### config.mk
export PLATFORM = sky130hd
export DESIGN_NAME = score_level_keeper
export DESIGN_NICKNAME = d
export VERILOG_FILES = /design/src/rtl/score_level_keeper_pkg.sv /design/src/rtl/score_evt_edge.sv /design/src/rtl/score_level_keeper.sv
export SDC_FILE = /design/constraint.sdc
export NUM_CORES = 1
export LEC_CHECK = 0
export ABC_AREA = 1
export BUFFER_PORTS_ARGS = -buffer_cell sky130_fd_sc_hd__buf_2
export CELL_PAD_IN_SITES_DETAIL_PLACEMENT = 1
export CELL_PAD_IN_SITES_GLOBAL_PLACEMENT = 1
export CORE_MARGIN = 2
export CORE_UTILIZATION = 41
export DETAILED_ROUTE_END_ITERATION = 16
export PLACE_DENSITY = 0.9
export SETUP_SLACK_MARGIN = 0.2
export SLEW_MARGIN = 20
export SYNTH_ARGS = -nofsm -noshare
export SYNTH_HDL_FRONTEND = slang
export SYNTH_SLANG_ARGS = --single-unit
### constraint.sdc
create_clock -name clk -period 3 [get_ports clk]
set_clock_uncertainty 0.05 [all_clocks]
set_input_delay 0.3 -clock clk [delete_from_list [all_inputs] [get_ports clk]]
set_output_delay 0.3 -clock clk [all_outputs]
set_load 0.01 [all_outputs]
### src/rtl/score_level_keeper_pkg.sv
// Shared types and default sizing for the score/level keeper and the
// display / speed-control blocks that consume its outputs.
package score_level_keeper_pkg;

  typedef enum logic [1:0] {
    ST_IDLE = 2'd0,
    ST_PLAY = 2'd1,
    ST_OVER = 2'd2
  } state_e;

  localparam int unsigned SLK_SCORE_W    = 32;
  localparam int unsigned SLK_POINTS_W   = 4;
  localparam int unsigned SLK_LEVEL_W    = 4;
  localparam int unsigned SLK_LEVEL_STEP = 16;
  localparam int unsigned SLK_MAX_LEVEL  = 15;

endpackage

### src/rtl/score_evt_edge.sv
// Registers a raw game-event level and produces a one-cycle rising-edge
// pulse, so an input held high is counted only once.
module score_evt_edge (
  input  logic clk,
  input  logic rst,
  input  logic evt_i,
  output logic rise_c
);

  logic evt_q;

  always_ff @(posedge clk or posedge rst) begin
    if (rst) begin
      evt_q <= 1'b0;
    end else begin
      evt_q <= evt_i;
    end
  end

  assign rise_c = evt_i & ~evt_q;

endmodule

### src/rtl/score_level_keeper.sv
// Score/level keeper: weighted saturating score, level tracking with a
// level-up pulse, and an IDLE/PLAY/OVER game FSM. Optional high-score
// tracking is enabled with the SCORE_HISCORE_EN macro.
module score_level_keeper
  import score_level_keeper_pkg::*;
#(
  parameter int unsigned SCORE_W    = SLK_SCORE_W,
  parameter int unsigned POINTS_W   = SLK_POINTS_W,
  parameter int unsigned LEVEL_W    = SLK_LEVEL_W,
  parameter int unsigned LEVEL_STEP = SLK_LEVEL_STEP,
  parameter int unsigned MAX_LEVEL  = SLK_MAX_LEVEL
) (
  input  logic                clk,
  input  logic                rst,
  input  logic                start,
  input  logic                gameover,
  input  logic                evt,
  input  logic [POINTS_W-1:0] evt_points,
  output logic [SCORE_W-1:0]  score,
  output logic [LEVEL_W-1:0]  level,
  output logic                levelup,
  output logic                playing,
  output logic                over,
  output logic                saturated
`ifdef SCORE_HISCORE_EN
  ,
  output logic [SCORE_W-1:0]  hiscore,
  output logic                new_hi
`endif
);

  localparam int unsigned ACC_W     = $clog2(LEVEL_STEP) + 1;
  localparam int unsigned ACC_SUM_W = ACC_W + 1;
  localparam int unsigned SUM_W     = SCORE_W + 1;

  // One level per event is only guaranteed if a single event cannot span a step.
  if (LEVEL_STEP < (2 ** POINTS_W)) begin : g_bad_step
    $error("LEVEL_STEP must exceed the largest per-event point value");
  end
  if (MAX_LEVEL >= (2 ** LEVEL_W)) begin : g_bad_max_level
    $error("MAX_LEVEL must fit in LEVEL_W bits");
  end

  state_e             state_q, state_d;
  logic [SCORE_W-1:0] score_q, score_d;
  logic [LEVEL_W-1:0] level_q, level_d;
  logic [ACC_W-1:0]   acc_q, acc_d;
  logic               levelup_q, levelup_d;
  logic               playing_q, over_q, saturated_q;
  logic               evt_rise;
  logic               evt_take;
  logic [SUM_W-1:0]   score_sum;
  logic [ACC_SUM_W-1:0] acc_sum;

  score_evt_edge u_evt_edge (
    .clk    (clk),
    .rst    (rst),
    .evt_i  (evt),
    .rise_c (evt_rise)
  );

  assign score_sum = {1'b0, score_q} + SUM_W'(evt_points);
  assign acc_sum   = {1'b0, acc_q} + ACC_SUM_W'(evt_points);

  always_ff @(posedge clk or posedge rst) begin
    if (rst) begin
      state_q     <= ST_IDLE;
      score_q     <= '0;
      level_q     <= '0;
      acc_q       <= '0;
      levelup_q   <= 1'b0;
      playing_q   <= 1'b0;
      over_q      <= 1'b0;
      saturated_q <= 1'b0;
    end else begin
      state_q     <= state_d;
      score_q     <= score_d;
      level_q     <= level_d;
      acc_q       <= acc_d;
      levelup_q   <= levelup_d;
      playing_q   <= (state_d == ST_PLAY);
      over_q      <= (state_d == ST_OVER);
      saturated_q <= (score_d == {SCORE_W{1'b1}});
    end
  end

  // Start always (re)enters PLAY and wins over gameover and events in that cycle.
  always_comb begin
    state_d   = state_q;
    score_d   = score_q;
    level_d   = level_q;
    acc_d     = acc_q;
    levelup_d = 1'b0;
    evt_take  = 1'b0;

    case (state_q)
      ST_IDLE: begin
        if (start) state_d = ST_PLAY;
      end
      ST_PLAY: begin
        if (start) begin
          state_d = ST_PLAY;
        end else if (gameover) begin
          state_d = ST_OVER;
        end else begin
          evt_take = evt_rise;
        end
      end
      ST_OVER: begin
        if (start) state_d = ST_PLAY;
      end
      default: state_d = ST_IDLE;
    endcase

    if (start) begin
      score_d = '0;
      level_d = '0;
      acc_d   = '0;
    end else if (evt_take) begin
      score_d = score_sum[SUM_W-1] ? {SCORE_W{1'b1}} : score_sum[SCORE_W-1:0];
      if (level_q < LEVEL_W'(MAX_LEVEL)) begin
        if (acc_sum >= ACC_SUM_W'(LEVEL_STEP)) begin
          level_d   = level_q + LEVEL_W'(1);
          acc_d     = ACC_W'(acc_sum - ACC_SUM_W'(LEVEL_STEP));
          levelup_d = 1'b1;
          if (level_d == LEVEL_W'(MAX_LEVEL)) acc_d = '0;
        end else begin
          acc_d = ACC_W'(acc_sum);
        end
      end else begin
        acc_d = '0;
      end
    end
  end

  assign score     = score_q;
  assign level     = level_q;
  assign levelup   = levelup_q;
  assign playing   = playing_q;
  assign over      = over_q;
  assign saturated = saturated_q;

`ifdef SCORE_HISCORE_EN
  logic [SCORE_W-1:0] hiscore_q, hiscore_d;
  logic               new_hi_q, new_hi_d;

  // High score survives restarts; only captured on the PLAY -> OVER transition.
  always_comb begin
    hiscore_d = hiscore_q;
    new_hi_d  = 1'b0;
    if ((state_q == ST_PLAY) && (state_d == ST_OVER) && (score_q > hiscore_q)) begin
      hiscore_d = score_q;
      new_hi_d  = 1'b1;
    end
  end

  always_ff @(posedge clk or posedge rst) begin
    if (rst) begin
      hiscore_q <= '0;
      new_hi_q  <= 1'b0;
    end else begin
      hiscore_q <= hiscore_d;
      new_hi_q  <= new_hi_d;
    end
  end

  assign hiscore = hiscore_q;
  assign new_hi  = new_hi_q;
`endif

endmodule

==> impl_metrics.toml, run 1 <==
[status]
status = "finished clean"

[global_routing]
grt_pass1_wl_mm = 17.0
grt_util_all_layers_pct = 24.8
grt.overflow.total = 0
first_global_vias = 3540
grt_max_degree = 49
antenna_found_initial = 0

[critical_path]
path_cells = "ha_1 -> fa_1 -> nand2_1 -> nand2_1 -> nand2_1 -> nor2_4 -> nand2_1 -> nand2_1 -> o21ai_0 -> nand2_1 -> nor2_1 -> nand2_1 -> nor2_1 -> nand3_1 -> nor2_1"
max_stage_delay_ps = 410
cp.required_ps = 3200
cp_common_cell = "nand2_1"
path_max_fanout = 7
start_kind = "register"
cp_slowest_cell = "dfrtp_1"
cp.arrival_ps = 2770
critical_path_class = "reg2reg"
endpoint_kind = "register"

[drt]
via_per_inst = 5.43
drc_errors = 0
vias = 3391
firstDrtPassIters = 4
wl_per_cell_um = 16.8
drtIter0Drc = 152
ant_nets = 0
routed_wl_mm = 10.5

[timing]
slew_violations = 0
period_minus_slack_ps = 2570
rsz0062_at_grt = "no"
tns_ps = 0
hold_violations = 0
worst_pin_slew_ps = 877
fin_crit_sh_pct = 85.8
slew_headroom_pct = 41.5
setup_slack_ps = 427
max_freq_mhz = 389
whs_ps = 57.1
setup_viol = 0

[floorplanning]
rows = 32
start_util_pct = 42.4
die_area_um2 = 8760
die_w_um = 93.6
ioPinCount = 49
die_y_um = 93.6
core_um2 = 7770

[synth]
yosys_warnings = 0
synth_top_area_share_pct = 36.5
synth_top_family_by_area = "simple AND/OR/NAND/NOR gates"
synth_top_area_cell = "dfrtp_1"
syn-num-nets = 492
synthXorXnorAreaFrac_pct = 2.13
yosys.area_share.simple_pct = 40.2
synth-seq-area-share_pct = 36.5
syn_area_per_cell_um2 = 6.99
yosys_register_bits = 48
synth_area_leaders = "dfrtp_1 (37%), nand2_1 (15%), nand3_1 (8.8%)"
synth_adder_area_share_pct = 5.02
syn_area_um2 = 3290
synth_compound_area_share_pct = 7.19
synth_mux_area_share_pct = 0
synth_cell_types = 33
syn_inst = 471

[min_path]
worst_hold_path_type = "in2reg"

[place]
post-place-cells = 615
portBuffers = 48
dpl_cell_area_um2 = 3620
pre_cts_ws_ps = 409
gp_congestion = 0.965
dp.final_hpwl_mm = 7.89

[clock_tree]
cts-root-buf = "clkbuf_8"
cts_tree = "built"
cts.hold.buffers_added = 0
clockBufferDepth = 2
clock_sinks = 48
cts.htree.levels = 2
cts.reportedPaths.clkPinSlew_ps = 90
cts.repair.resized = 0
clk-insertion-delay-late_ps = 310
cts_setup_buffers = 0
cts_made_buffers = 5

[pwr]
leakage_nw = 1.92
vdd_ir_drop_max_mv = 0.149
p_per_area_nw_per_um2 = 324
total_power_mw = 1.21

[cells_and_area]
final_util_pct = 48.0
area_delta_synth_final_pct = 13.3
layout_commonest_cell = "nand2_1"
final_cells = 624
layout_common_cells = "nand2_1 (130), nand3_1 (58), inv_1 (57), nor2_1 (54)"
fin_nets = 542
final_area_um2 = 3730
diodes = 0
drive_above_1_share_pct = 16.3

[flow_run]
drv_cap = 0
## power breakdown
| part | internal (mW) | leakage [nW] | switching [mW] |
|---|---|---|---|
| sequential | 0.662 | 0.660 | 0.0130 |
| clock | 0.185 | 0.0510 | 0.232 |
| combinational | 0.0393 | 1.21 | 0.0773 |
| total | 0.886 | 1.92 | 0.323 |
## flip-flops by register name (all words and copies together), names as in the netlist
name and count:
level 4, over 1, acc_q 5, score 32, u_evt_edge.evt_q 1, playing 1
state_q 2, levelup 1, saturated 1
## cell usage after synthesis (all sizes together)
cell type / count
clkinv: 1
xor2: 6
ha: 10
a21o: 2
nand3: 62
a22oi: 2
xnor2: 2
buf: 5
nor2: 66
clkbuf: 4
a31oi: 7
a21oi: 11
nand4: 9
or2: 4
o31ai: 1
nand3b: 8
o21bai: 2
dfrtp: 48
fa: 2
inv: 62
o21ai: 17
nor3: 8
nor3b: 1
nand2: 131
## kinds of logic after synthesis
logic type	Yosys count
adder cells (fa/ha/maj)	12
AND/OR/NAND/NOR	289
AO/OA/AOI/OAI	42
flip-flops	48
XOR/XNOR	8
buffers and inverters	72
## critical path, delay by kind of cell, from the launching register on
| family | cells | cell delay [ps] |
|---|---|---|
| and+or+nand+nor | 12 | 1190 |
| adders and majority gates | 2 | 630 |
| DFF | 1 | 410 |
| AOI/OAI and AO/OA | 1 | 250 |
## layout make-up
| cell class | count | area (um^2) |
|---|---|---|
| Fill cell | 1045 | 4040 |
| Multi-Input combinational cell | 352 | 1810 |
| Sequential cell | 48 | 1200 |
| Timing Repair Buffer | 51 | 263 |
| Inverter | 63 | 238 |
| Tap cell | 102 | 128 |
| Clock buffer | 6 | 82.6 |
| Clock inverter | 2 | 10.0 |
## worst paths after layout
path | to | slack [ps] | cells after the start | from
setup reg to reg | saturated$_DFF_PP0_ | 430 | 15 | score[0]$_DFF_PP0_
hold reg to reg | acc_q[4]$_DFFE_PP0P_ | 500 | 2 | acc_q[4]$_DFFE_PP0P_
max in group asynchronous | score[4]$_DFF_PP0_ | 2290 | 2 | rst
hold / removal | u_evt_edge.evt_q$_DFF_PP0_ | 60 | 1 | evt
setup / recovery | saturated$_DFF_PP0_ | 430 | 15 | score[0]$_DFF_PP0_
min in group asynchronous | score[23]$_DFF_PP0_ | 80 | 2 | rst
## layer usage
metal	global-route usage, %	vias up	share of wire, %
met5	0	-	0
met1	30.7	1653	42
met3	4.27	18	5.8
met2	43.4	101	50
met4	8.94	0	1.8
li1	-	1619	-
Note: power is estimated with default switching activity, not from simulation.
==> run 2: changes to the inputs <==
--- a/config.mk
+++ b/config.mk
@@ -5,14 +5,13 @@
 export SDC_FILE = /design/constraint.sdc
 export NUM_CORES = 1
 export LEC_CHECK = 0
-export ABC_AREA = 1
 export BUFFER_PORTS_ARGS = -buffer_cell sky130_fd_sc_hd__buf_2
 export CELL_PAD_IN_SITES_DETAIL_PLACEMENT = 1
 export CELL_PAD_IN_SITES_GLOBAL_PLACEMENT = 1
 export CORE_MARGIN = 2
-export CORE_UTILIZATION = 41
+export CORE_UTILIZATION = 47
 export DETAILED_ROUTE_END_ITERATION = 16
-export PLACE_DENSITY = 0.9
+export PLACE_DENSITY = 0.95
 export SETUP_SLACK_MARGIN = 0.2
 export SLEW_MARGIN = 20
 export SYNTH_ARGS = -nofsm -noshare
==> constraint.sdc (replaced) <==
create_clock -name clk -period 3.3 [get_ports clk]
set_clock_uncertainty 0.05 [all_clocks]
set_input_delay 0.33 -clock clk [delete_from_list [all_inputs] [get_ports clk]]
set_output_delay 0.33 -clock clk [all_outputs]
set_load 0.01 [all_outputs]
==> run 2 against run 1 <==
Net effect:
- global-route usage increased by 2.9 points
- setup slack better by 7.3 ps
- die area down 19%
- synthesized cell count fell by 31%
- fmax down 10%
- total power fell by 6.4%
- utilization up 7.2 points
- routed wire length decreased by 9.6%
- critical endpoint unchanged
- largest cell class unchanged
- highest routed layer unchanged
==> impl_metrics.toml, run 2 <==
[place]
gp_congestion = 0.894
portBuffers = 48
dp.final_hpwl_mm = 6.81

[clock_tree]
cts_made_buffers = 5
clockBufferDepth = 2
clk-insertion-delay-late_ps = 310
cts_tree = "built"
cts.reportedPaths.clkPinSlew_ps = 90
clock_sinks = 48
cts.htree.levels = 2
cts-root-buf = "clkbuf_8"

[pwr]
p_sw_mw = 0.278
p_per_area_nw_per_um2 = 327
p_clk_share_pct = 38.6
leakage_nw = 1.56
share_seq_of_total_power_pct = 53.5
vdd_ir_drop_max_mv = 0.264
total_power_mw = 1.13
power.internal_mw = 0.852
switching_share_pct = 24.6
combPwrFrac_pct = 7.9

[synth]
synth-seq-area-share_pct = 39.7
yosys_most_used_dff = "dfrtp_1"
synth_cell_types = 60
syn_area_per_cell_um2 = 9.36
synthArstFlopShare_pct = 100
syn-num-nets = 344
syn_inst = 323
synth_area_leaders = "dfrtp_1 (40%), xnor2_1 (4.9%), a21oi_1 (4.6%)"
synth.most_common_cell = "dfrtp_1"
yosys_warnings = 0
syn_area_um2 = 3020
synth_commonest_cells = "dfrtp_1 (48), a21oi_1 (28), nor2_1 (22)"
synth_edf_count = 0
synth_top_area_share_pct = 39.7
synth_top_area_cell = "dfrtp_1"
yosys_register_bits = 48

[floorplanning]
start_util_pct = 48.2
die_y_um = 84.2
core_um2 = 6280
die_area_um2 = 7090
rows = 29
die_w_um = 84.2
ioPinCount = 49

[cells_and_area]
drive_above_1_share_pct = 21.4
area_delta_synth_final_pct = 14.5
final_util_pct = 55.2
layout_common_cells = "dfrtp_1 (48), buf_2 (48), a21oi_1 (28), nor2_1 (22), nand2_1 (20)"
fin_nets = 390
largest_reg_flops = 32
multiInputGateArea_um2 = 1750
seq_area_um2 = 1200
diodes = 0
fillers = 765

[timing]
fin_crit_sh_pct = 86.8
max_freq_mhz = 349
slew_headroom_pct = 41.5
rsz0062_at_grt = "no"
slew_violations = 0
period_minus_slack_ps = 2870
setup_viol = 0
hold_violations = 0
tns_ps = 0
worst_pin_slew_ps = 878

[critical_path]
worst-path-buf-inv = 0
cp.required_ps = 3480
cp.arrival_ps = 3040
critical_path_class = "reg2reg"
endpoint_kind = "register"
max_stage_delay_ps = 450
cp_slowest_cell = "nor4_2"
path_max_fanout = 7
path_cells = "ha_1 -> a211o_1 -> o211ai_1 -> nor4_2 -> o21ai_0 -> nand2_1 -> or3b_1 -> nor4b_2"
start_kind = "register"
cp_top_family = "simple AND/OR/NAND/NOR gates"

[global_routing]
grt_util_all_layers_pct = 27.7
grt_pass1_wl_mm = 15.6
grt.overflow.total = 0
first_global_vias = 2971
antenna_found_initial = 0
grt_max_degree = 49

[min_path]
worst_hold_path_type = "in2async"

[drt]
wl_per_cell_um = 21.2
drtIter0Drc = 304
routed_wl_mm = 9.46
drc_errors = 0
firstDrtPassIters = 5
ant_nets = 0
via_per_inst = 6.56
vias = 2933

[status]
status = "finished clean"

[flow_run]
drv_cap = 0
## run 2: changes by cell type in the layout (fill, tap and decap cells not counted), sizes merged, moves of 5 or more
cell and change:
o21ai -10, a21oi +17, a22oi +5, nor2 -44
inv -57, and3 +10, nand2 -111, nand3 -45
xnor2 +15, nor3 +5, nand3b -5, xor2 +5
nor4 +9
## run 2: power groups by stage
| stage | Clock [mW] | Sequential [mW] | Combinational, mW |
|---|---|---|---|
| 2_1_floorplan | 0 | 0.616 | 0.0556 |
| 3_3_place_gp | 0 | 0.614 | 0.0844 |
| 3_5_place_dp | 0 | 0.616 | 0.0893 |
| 4_1_cts | 0.442 | 0.604 | 0.0902 |
| 5_1_grt | 0.472 | 0.606 | 0.101 |
| 6_report | 0.436 | 0.604 | 0.0898 |
## run 2: worst paths after layout
| kind | from | endpoint | slack [ps] | depth (start not counted) |
|---|---|---|---|---|
| max in group asynchronous | rst | score[10]$_DFF_PP0_ | 2560 | 2 |
| min in group clk | evt | u_evt_edge.evt_q$_DFF_PP0_ | 110 | 1 |
| max reg2reg | score[2]$_DFF_PP0_ | saturated$_DFF_PP0_ | 430 | 8 |
| max | score[2]$_DFF_PP0_ | saturated$_DFF_PP0_ | 430 | 8 |
| min reg2reg | acc_q[3]$_DFFE_PP0P_ | acc_q[3]$_DFFE_PP0P_ | 480 | 1 |
| min | rst | levelup$_DFF_PP0_ | 90 | 2 |
## run 2: final cells by class
cell class,count,area share (%)
Tap cell,77,2.78
Timing Repair Buffer,54,8.24
Inverter,6,0.687
Clock buffer,6,2.10
Sequential cell,48,34.7
Clock inverter,2,1.01
Multi-Input combinational cell,254,50.5
## run 2: layer usage
layer / global-route usage (%) / vias up / share of wire [%]
met5: 0 / - / 0
met2: 44.7 / 155 / 48
li1: - / 1295 / -
met3: 4.42 / 35 / 7.0
met1: 37.8 / 1448 / 42
met4: 10.3 / 0 / 3.6
## run 2: repair_timing
| item | in CTS | in global routing |
|---|---|---|
| buffers inserted | 0 | 0 |
| hold buffers | 0 | 0 |
| endpoints found under the setup margin | 0 | 1 |
| gates resized for setup | 0 | 1 |
## run 2: through the flow
stage          instance area (um^2)  setup WS (ps)  hold slack (ps)  cells
2_1_floorplan                  3020            731              311    323
3_3_place_gp                   3350            543              418    439
3_5_place_dp                   3350            429              420    439
4_1_cts                        3450            407              101    447
5_1_grt                        3460            253              100    447
6_report                       3460            434             92.0    447
## run 2: kinds of logic (layout without fill, tap and decap cells)
| logic type | after synthesis | after routing | synth area share [%] |
|---|---|---|---|
| AO/OA/AOI/OAI | 76 | 76 | 16.4 |
| XOR/XNOR | 28 | 28 | 8.11 |
| adder cells (fa/ha/maj) | 12 | 12 | 5.46 |
| buffers and inverters | 21 | 68 | 2.65 |
| flip-flops | 48 | 48 | 39.7 |
| multiplexers | 4 | 4 | 1.41 |
| AND/OR/NAND/NOR | 134 | 134 | 26.2 |
